**config.mk**
```make
export PLATFORM = sky130hd
export DESIGN_NAME = mcpu_ctrl_fsm
export DESIGN_NICKNAME = d
export VERILOG_FILES = /design/src/rtl/mcpu_ctrl_fsm.sv
export SDC_FILE = /design/constraint.sdc
export NUM_CORES = 1
export LEC_CHECK = 0
export ABC_AREA = 1
export CAP_MARGIN = 25
export CORE_UTILIZATION = 46
export DETAILED_ROUTE_END_ITERATION = 7
export PLACE_DENSITY = 0.8
export SYNTH_ARGS = -nofsm -noshare
export SYNTH_HDL_FRONTEND = slang
export SYNTH_SLANG_ARGS = --single-unit
```
**constraint.sdc**
```tcl
create_clock -name clk -period 2.92 [get_ports clk]
set_clock_uncertainty 0.2 [all_clocks]
set_input_delay 0.584 -clock clk [delete_from_list [all_inputs] [get_ports clk]]
set_output_delay 0.584 -clock clk [all_outputs]
set_load 0.005 [all_outputs]
```
**src/rtl/mcpu_ctrl_fsm.sv**
```systemverilog
// Multicycle MIPS control FSM: fetch/decode/execute/mem/write-back sequencing.
// Optional jal/jr support is compiled in when MCPU_JAL_EN is defined.
module mcpu_ctrl_fsm #(
  parameter int ALUOP_W = 4,
  parameter int TIMEOUT = 255
) (
  input  logic               clk,
  input  logic               rst,
  input  logic [5:0]         OP,
  input  logic [5:0]         Funct,
  input  logic               mem_ready,
  output logic               PCWrite,
  output logic               PCWriteCond,
  output logic               IRWrite,
  output logic               MemRead,
  output logic               MemWrite,
  output logic               RegWrite,
  output logic               EXTOP,
  output logic               BranchNE,
  output logic [1:0]         PCSrc,
  output logic [1:0]         RegDst,
  output logic [1:0]         MemtoReg,
  output logic [1:0]         ALUSrc_A,
  output logic [1:0]         ALUSrc_B,
  output logic [1:0]         MemWrBits,
  output logic [2:0]         MemRBits,
  output logic [ALUOP_W-1:0] ALUOp,
  output logic               err,
  output logic [3:0]         state_o
);

  localparam logic [ALUOP_W-1:0] ALU_ADD   = ALUOP_W'(1);
  localparam logic [ALUOP_W-1:0] ALU_SUB   = ALUOP_W'(2);
  localparam logic [ALUOP_W-1:0] ALU_AND   = ALUOP_W'(3);
  localparam logic [ALUOP_W-1:0] ALU_OR    = ALUOP_W'(4);
  localparam logic [ALUOP_W-1:0] ALU_SLT   = ALUOP_W'(5);
  localparam logic [ALUOP_W-1:0] ALU_LUI   = ALUOP_W'(6);
  localparam logic [ALUOP_W-1:0] ALU_FUNCT = ALUOP_W'(15);

  localparam logic [5:0] OP_R    = 6'b000000;
  localparam logic [5:0] OP_J    = 6'b000010;
  localparam logic [5:0] OP_JAL  = 6'b000011;
  localparam logic [5:0] OP_BEQ  = 6'b000100;
  localparam logic [5:0] OP_BNE  = 6'b000101;
  localparam logic [5:0] OP_ADDI = 6'b001000;
  localparam logic [5:0] OP_SLTI = 6'b001010;
  localparam logic [5:0] OP_ANDI = 6'b001100;
  localparam logic [5:0] OP_ORI  = 6'b001101;
  localparam logic [5:0] OP_LUI  = 6'b001111;
  localparam logic [5:0] OP_LB   = 6'b100000;
  localparam logic [5:0] OP_LH   = 6'b100001;
  localparam logic [5:0] OP_LW   = 6'b100011;
  localparam logic [5:0] OP_LBU  = 6'b100100;
  localparam logic [5:0] OP_LHU  = 6'b100101;
  localparam logic [5:0] OP_SB   = 6'b101000;
  localparam logic [5:0] OP_SH   = 6'b101001;
  localparam logic [5:0] OP_SW   = 6'b101011;
  localparam logic [5:0] FN_JR   = 6'b001000;

  localparam int         CW     = (TIMEOUT > 1) ? $clog2(TIMEOUT + 1) : 1;
  localparam bit         TMO_EN = (TIMEOUT != 0);
  localparam logic [CW-1:0] TMO_V = CW'(TIMEOUT);

  typedef enum logic [3:0] {
    S_IDLE     = 4'd0,
    S_FETCH    = 4'd1,
    S_DECODE   = 4'd2,
    S_MEM_ADDR = 4'd3,
    S_MEM_RD   = 4'd4,
    S_MEM_WB   = 4'd5,
    S_MEM_WR   = 4'd6,
    S_EXEC_R   = 4'd7,
    S_EXEC_I   = 4'd8,
    S_ALU_WB   = 4'd9,
    S_BRANCH   = 4'd10,
    S_JUMP     = 4'd11,
    S_TRAP     = 4'd12
  } state_t;

  state_t        r_state;
  state_t        w_state_n;
  logic [CW-1:0] r_cnt;
  logic [CW-1:0] w_cnt_inc;
  logic          w_wait_st;
  logic          w_tmo;

  logic w_is_load;
  logic w_is_store;
  logic w_is_rtype;
  logic w_is_imm;
  logic w_is_br;
  logic w_is_j;
  logic w_is_jal;
  logic w_is_jr;
  logic w_is_jump;
  logic w_is_rexec;

  assign w_is_load  = (OP == OP_LW) || (OP == OP_LH) ||
                      (OP == OP_LHU) || (OP == OP_LB) ||
                      (OP == OP_LBU);
  assign w_is_store = (OP == OP_SW) || (OP == OP_SH) ||
                      (OP == OP_SB);
  assign w_is_rtype = (OP == OP_R);
  assign w_is_imm   = (OP == OP_ADDI) || (OP == OP_ANDI) ||
                      (OP == OP_ORI) || (OP == OP_SLTI) ||
                      (OP == OP_LUI);
  assign w_is_br    = (OP == OP_BEQ) || (OP == OP_BNE);
  assign w_is_j     = (OP == OP_J);

`ifdef MCPU_JAL_EN
  assign w_is_jal = (OP == OP_JAL);
  assign w_is_jr  = w_is_rtype && (Funct == FN_JR);
`else
  logic w_unused_funct;
  assign w_is_jal       = 1'b0;
  assign w_is_jr        = 1'b0;
  assign w_unused_funct = ^{Funct, OP_JAL, FN_JR};
`endif

  assign w_is_jump  = w_is_j || w_is_jal || w_is_jr;
  assign w_is_rexec = w_is_rtype && !w_is_jr;

  // Wait counter saturates so a stuck memory can never wrap back to zero.
  assign w_wait_st = (r_state == S_FETCH) || (r_state == S_MEM_RD) ||
                     (r_state == S_MEM_WR);
  assign w_cnt_inc = (&r_cnt) ? r_cnt : r_cnt + CW'(1);
  assign w_tmo     = TMO_EN && (w_cnt_inc >= TMO_V);

  always_ff @(posedge clk or negedge rst) begin
    if (!rst) begin
      r_state <= S_IDLE;
      r_cnt   <= '0;
    end else begin
      r_state <= w_state_n;
      if (w_state_n != r_state)
        r_cnt <= '0;
      else if (w_wait_st && !mem_ready)
        r_cnt <= w_cnt_inc;
    end
  end

  always_comb begin
    w_state_n = r_state;
    unique case (r_state)
      S_IDLE: w_state_n = S_FETCH;
      S_FETCH: begin
        if (mem_ready)  w_state_n = S_DECODE;
        else if (w_tmo) w_state_n = S_TRAP;
      end
      S_DECODE: begin
        unique case (1'b1)
          w_is_load,
          w_is_store: w_state_n = S_MEM_ADDR;
          w_is_rexec: w_state_n = S_EXEC_R;
          w_is_imm:   w_state_n = S_EXEC_I;
          w_is_br:    w_state_n = S_BRANCH;
          w_is_jump:  w_state_n = S_JUMP;
          default:    w_state_n = S_TRAP;
        endcase
      end
      S_MEM_ADDR:
        w_state_n = w_is_load ? S_MEM_RD : S_MEM_WR;
      S_MEM_RD: begin
        if (mem_ready)  w_state_n = S_MEM_WB;
        else if (w_tmo) w_state_n = S_TRAP;
      end
      S_MEM_WR: begin
        if (mem_ready)  w_state_n = S_FETCH;
        else if (w_tmo) w_state_n = S_TRAP;
      end
      S_EXEC_R,
      S_EXEC_I: w_state_n = S_ALU_WB;
      S_MEM_WB,
      S_ALU_WB,
      S_BRANCH,
      S_JUMP,
      S_TRAP:   w_state_n = S_FETCH;
      default:  w_state_n = S_IDLE;
    endcase
  end

  always_comb begin
    PCWrite     = 1'b0;
    PCWriteCond = 1'b0;
    IRWrite     = 1'b0;
    MemRead     = 1'b0;
    MemWrite    = 1'b0;
    RegWrite    = 1'b0;
    EXTOP       = 1'b0;
    BranchNE    = 1'b0;
    PCSrc       = 2'b00;
    RegDst      = 2'b00;
    MemtoReg    = 2'b00;
    ALUSrc_A    = 2'b00;
    ALUSrc_B    = 2'b00;
    MemWrBits   = 2'b00;
    MemRBits    = 3'b000;
    ALUOp       = '0;
    err         = 1'b0;
    unique case (r_state)
      S_FETCH: begin
        MemRead  = 1'b1;
        ALUSrc_A = 2'b01;
        ALUSrc_B = 2'b01;
        ALUOp    = ALU_ADD;
        IRWrite  = mem_ready;
        PCWrite  = mem_ready;
      end
      S_DECODE: begin
        ALUSrc_A = 2'b01;
        ALUSrc_B = 2'b11;
        ALUOp    = ALU_ADD;
      end
      S_MEM_ADDR: begin
        ALUSrc_B = 2'b10;
        EXTOP    = 1'b1;
        ALUOp    = ALU_ADD;
      end
      S_MEM_RD: begin
        MemRead = 1'b1;
        case (OP)
          OP_LH:   MemRBits = 3'b001;
          OP_LHU:  MemRBits = 3'b010;
          OP_LB:   MemRBits = 3'b011;
          OP_LBU:  MemRBits = 3'b100;
          default: MemRBits = 3'b000;
        endcase
      end
      S_MEM_WB: begin
        RegWrite = 1'b1;
        MemtoReg = 2'b01;
      end
      S_MEM_WR: begin
        MemWrite = 1'b1;
        case (OP)
          OP_SH:   MemWrBits = 2'b01;
          OP_SB:   MemWrBits = 2'b10;
          default: MemWrBits = 2'b00;
        endcase
      end
      S_EXEC_R: ALUOp = ALU_FUNCT;
      S_EXEC_I: begin
        ALUSrc_B = 2'b10;
        EXTOP    = (OP == OP_ADDI) || (OP == OP_SLTI);
        case (OP)
          OP_ANDI: ALUOp = ALU_AND;
          OP_ORI:  ALUOp = ALU_OR;
          OP_SLTI: ALUOp = ALU_SLT;
          OP_LUI:  ALUOp = ALU_LUI;
          default: ALUOp = ALU_ADD;
        endcase
      end
      S_ALU_WB: begin
        RegWrite = 1'b1;
        RegDst   = w_is_rtype ? 2'b01 : 2'b00;
      end
      S_BRANCH: begin
        ALUOp       = ALU_SUB;
        PCWriteCond = 1'b1;
        PCSrc       = 2'b01;
        BranchNE    = (OP == OP_BNE);
      end
      S_JUMP: begin
        PCWrite = 1'b1;
        PCSrc   = w_is_jr ? 2'b11 : 2'b10;
        if (w_is_jal) begin
          RegWrite = 1'b1;
          RegDst   = 2'b10;
          MemtoReg = 2'b10;
        end
      end
      S_TRAP: err = 1'b1;
      default: ;
    endcase
  end

  assign state_o = r_state;

endmodule

```
==> results_tabular.tex, run 1 <==
\begin{tabular}{lr}
\hline
Metric & Value \\
\hline
\multicolumn{2}{l}{\textbf{Outcome}} \\
Outcome & complete, no violations \\
\multicolumn{2}{l}{\textbf{Placement}} \\
Placed wire-length estimate & 2930 µm \\
Port bufs & 37 \\
Post-placement worst setup slack & -0.0660 ns \\
Total instance count after detailed placement & between 300 and 400 \\
Placer's final routability congestion estimate & 0.838 \\
\multicolumn{2}{l}{\textbf{Power and ir drop}} \\
Maximum vdd drop & 527 µV \\
LEAKAGE & $\sim$0.89 nW \\
Total power per unit cell area & 658 nW/µm² \\
\multicolumn{2}{l}{\textbf{Synthesis}} \\
Flop and latch count out of synthesis & 12 \\
Proportion of netlist area held by the largest area contributor & 20.9\% \\
Count of distinct cell types in the synthesized netlist & 27 \\
Register area share after synthesis & 20.9\% \\
Post-synth design cell area & between 1000 and 1500 µm² \\
Leading cell types by total area after synthesis & sky130\_fd\_sc\_hd\_\_dfrtp\_1, sky130\_fd\_sc\_hd\_\_nand2\_1, sky130\_fd\_sc\_hd\_\_nor2\_1 \\
Syn Area/Cell & 6.18 µm² \\
Biggest area consumer among synthesized cells & sky130\_fd\_sc\_hd\_\_dfrtp\_1 \\
Warnings from Yosys & 0 \\
Cells after Synth & roughly 230 \\
\multicolumn{2}{l}{\textbf{Detailed routing}} \\
Post-detailed-route via-to-cell ratio & $\sim$5.2 \\
Total wire length & 3830 µm \\
First-pass iteration count of the detailed router & 4 \\
Number of violations reported at the end of detailed-routing iteration 0 & 101 \\
DR vias & 1,645 \\
Detailed-route wire length per cell & between 10 and 15 µm \\
Number of design rule violations left after detail routing & 0 \\
Number of antenna-violating nets in the routed design & 0 \\
\multicolumn{2}{l}{\textbf{Clocking}} \\
Clock sink count & 12 \\
Hold Buf Count CTS & 0 \\
TritonCTS clock tree & yes \\
Clock edge transition at the registers on the reported setup and hold paths & 0.08 ns \\
Number of buffers created by CTS & 3 \\
Htree depth & 1 \\
Worst skew pair latency & roughly 0.28 ns \\
Clk buf depth & 2 \\
CTS Root Cell & sky130\_fd\_sc\_hd\_\_clkbuf\_4 \\
\multicolumn{2}{l}{\textbf{Job}} \\
Number of maximum-capacitance constraint violations & 0 \\
\multicolumn{2}{l}{\textbf{Worst setup path}} \\
Critical setup path kind & flop to primary output \\
Maximum fanout encountered on the critical timing path & 6 \\
Setup crit start kind & flop \\
Critical path endpoint category & primary output \\
Arrival @ worst endpoint & 2.07 ns \\
Req. time, crit path & 2.14 ns \\
\multicolumn{2}{l}{\textbf{Die}} \\
Width of the die & 57.8 µm \\
Initial cell density of the core & approximately half \\
Overall die area & 3340 µm² \\
Y dimension of the die & 57.8 µm \\
Number of cell rows & 19 \\
Core Region & 2850 µm² \\
IO Pins & 47 \\
\multicolumn{2}{l}{\textbf{Cells and area}} \\
Fillers & 246 \\
Cell Count, Final, Fillers Out & 316 \\
Sequential cell area & around 300 µm² \\
Antenna Diode Count & 0 \\
Share of layout cells above drive strength 1 & 30.2\% \\
Layout Nets & about 300 \\
Synth-to-Final Area Change & 39.5\% \\
Multi-input gate area in the final layout & 988 µm² \\
\multicolumn{2}{l}{\textbf{GRT}} \\
First-pass GRT wire length & roughly 6000 µm \\
Initial antenna violation count & 0 \\
Global-route total usage across every layer & 23.3\% \\
Via count of the first global-routing pass & $\sim$1,500 \\
Maximum number of pins on one net before global-route repair & 13 \\
Overflow left after global routing & 0 \\
\multicolumn{2}{l}{\textbf{Timing}} \\
Final Max Tran Viols & 0 \\
Worst slew slack as a fraction of its limit & 64.6\% \\
Final setup violation count & 0 \\
Min cycle time layout & approximately 2.9 ns \\
Fin. Hold Viols & 0 \\
Ratio of final minimum period to clock period & 97.6\% \\
Transition time of the tightest slew-check pin & between 0.5 and 0.6 ns \\
Max Clock Freq & 351 MHz \\
Minimum setup slack in the final design & 0.0689 ns \\
\multicolumn{2}{l}{\textbf{Worst hold path}} \\
Worst Hold Class & input pin to asynchronous set/reset pin \\
\hline
\end{tabular}
Yosys cell counts:
master	count
sky130_fd_sc_hd__nor3_2	8
sky130_fd_sc_hd__nand4_1	6
sky130_fd_sc_hd__inv_1	30
sky130_fd_sc_hd__a21oi_2	2
sky130_fd_sc_hd__conb_1	1
sky130_fd_sc_hd__nand3_1	25
sky130_fd_sc_hd__buf_4	6
sky130_fd_sc_hd__nand2_4	2
sky130_fd_sc_hd__inv_2	10
sky130_fd_sc_hd__nor2_1	35
sky130_fd_sc_hd__a211oi_1	1
sky130_fd_sc_hd__o21ai_1	4
sky130_fd_sc_hd__nand3_4	1
sky130_fd_sc_hd__a21oi_1	1
sky130_fd_sc_hd__dfrtp_1	12
sky130_fd_sc_hd__o211ai_1	2
sky130_fd_sc_hd__o21bai_1	1
sky130_fd_sc_hd__o22ai_1	1
sky130_fd_sc_hd__nand2_1	48
sky130_fd_sc_hd__nor2_4	4
sky130_fd_sc_hd__nand2_2	13
sky130_fd_sc_hd__ha_1	1
sky130_fd_sc_hd__nor2_2	7
sky130_fd_sc_hd__o21ai_2	1
sky130_fd_sc_hd__nand3_2	4
sky130_fd_sc_hd__nor3_1	4
sky130_fd_sc_hd__o21ai_0	2
repair_timing:
action,CTS,global route
gates resized for setup,11,12
setup endpoints to repair,8,8
pin swaps,3,0
setup buffers,2,1
cell type report:
type | instances | share of cell area (%)
Sequential cell | 12 | 15.2
Inverter | 40 | 7.50
Clock buffer | 4 | 1.81
Multi-Input combinational cell | 176 | 49.4
Timing Repair Buffer | 53 | 24.1
Tap cell | 31 | 1.94
report_power, final:
group / internal (W) / leakage (nW) / switching (W)
sequential: 0.000204 / 0.158 / 0.0000550
clock: 0.0000760 / 0.0210 / 0.0000582
combinational: 0.000391 / 0.713 / 0.000532
kinds of logic (layout without fill, tap and decap cells):
family	count (synthesis)	after routing	synth area share, %
adders and majority gates	1	1	0.872
and+or+nand+nor	157	157	57.5
other	1	3	0.262
AOI/OAI and AO/OA	15	15	6.81
buffers and inverters	46	97	13.6
DFF	12	12	20.9
cell usage in the layout, fill, tap and decap left out, drive strengths merged, types with 4 or more instances in the layout:
cell,synthesis,layout
buf,6,16
inv,40,40
nor2,46,46
nand2,63,63
o21ai,7,7
clkdlybuf4s50,0,31
nand4,6,6
nand3,30,30
dfrtp,12,12
nor3,12,12
clkbuf,0,4
dlygate4sd2,0,6
state kept, by name, indices dropped and copies added (netlist names):
signal   flops
r_cnt        8
state_o      4
per-stage QoR:
step / cell area, µm² / total power, W / utilization [%] / setup TNS [ns] / hold WS, ns
3_3_place_gp: 1900 / 0.00110 / 66.7 / -0.312 / 0.429
5_1_grt: 2000 / 0.00141 / 70.1 / -0.0898 / 0.469
2_1_floorplan: 1440 / 0.000794 / - / 0 / 0.0884
6_report: 2000 / 0.00132 / 70.1 / 0 / 0.445
3_5_place_dp: 1900 / 0.00111 / 66.7 / -0.247 / 0.442
4_1_cts: 1960 / 0.00127 / 68.6 / 0 / 0.457
worst paths after layout:
path                            startpoint           end  slack [ns]  cells past startpoint
worst max-delay path            state_o[2]  MemWrBits[1]        0.07                      9
min in group clk                state_o[1]    state_o[1]        0.45                      2
worst min register to register  state_o[1]    state_o[1]        0.45                      2
worst max register to register    r_cnt[0]      r_cnt[1]        0.59                     14
worst min-delay path                   rst      r_cnt[7]        0.44                      1
max in group asynchronous              rst    state_o[1]        1.70                      1
routing by layer:
metal / wire length, µm / share of wire, % / track usage (%) / vias to the layer above
met5: 0 / 0 / 0 / -
met4: 63 / 1.6 / 7.48 / 0
met3: 191 / 5.0 / 2.01 / 7
met2: 1910 / 50 / 41.4 / 56
met1: 1660 / 43 / 29.7 / 748
li1: - / - / - / 834
worst max-delay path, cell delays in order, from the launching register on:
cell and delay, ns:
sky130_fd_sc_hd__dfrtp_2 0.41, sky130_fd_sc_hd__inv_2 0.05, sky130_fd_sc_hd__nor2_1 0.11, sky130_fd_sc_hd__inv_2 0.09, sky130_fd_sc_hd__nor2_4 0.11, sky130_fd_sc_hd__inv_1 0.06, sky130_fd_sc_hd__nor2_2 0.12, sky130_fd_sc_hd__nand3_1 0.14
sky130_fd_sc_hd__nor3_2 0.17, sky130_fd_sc_hd__clkdlybuf4s50_1 0.53
Power figures use the tool's default switching activity.
==> inputs of run 2 (changes only) <==
- CAP_MARGIN: 25 -> 10
==> results of run 2 <==
Final layout, timing and power as in run 1 (identical DEF).
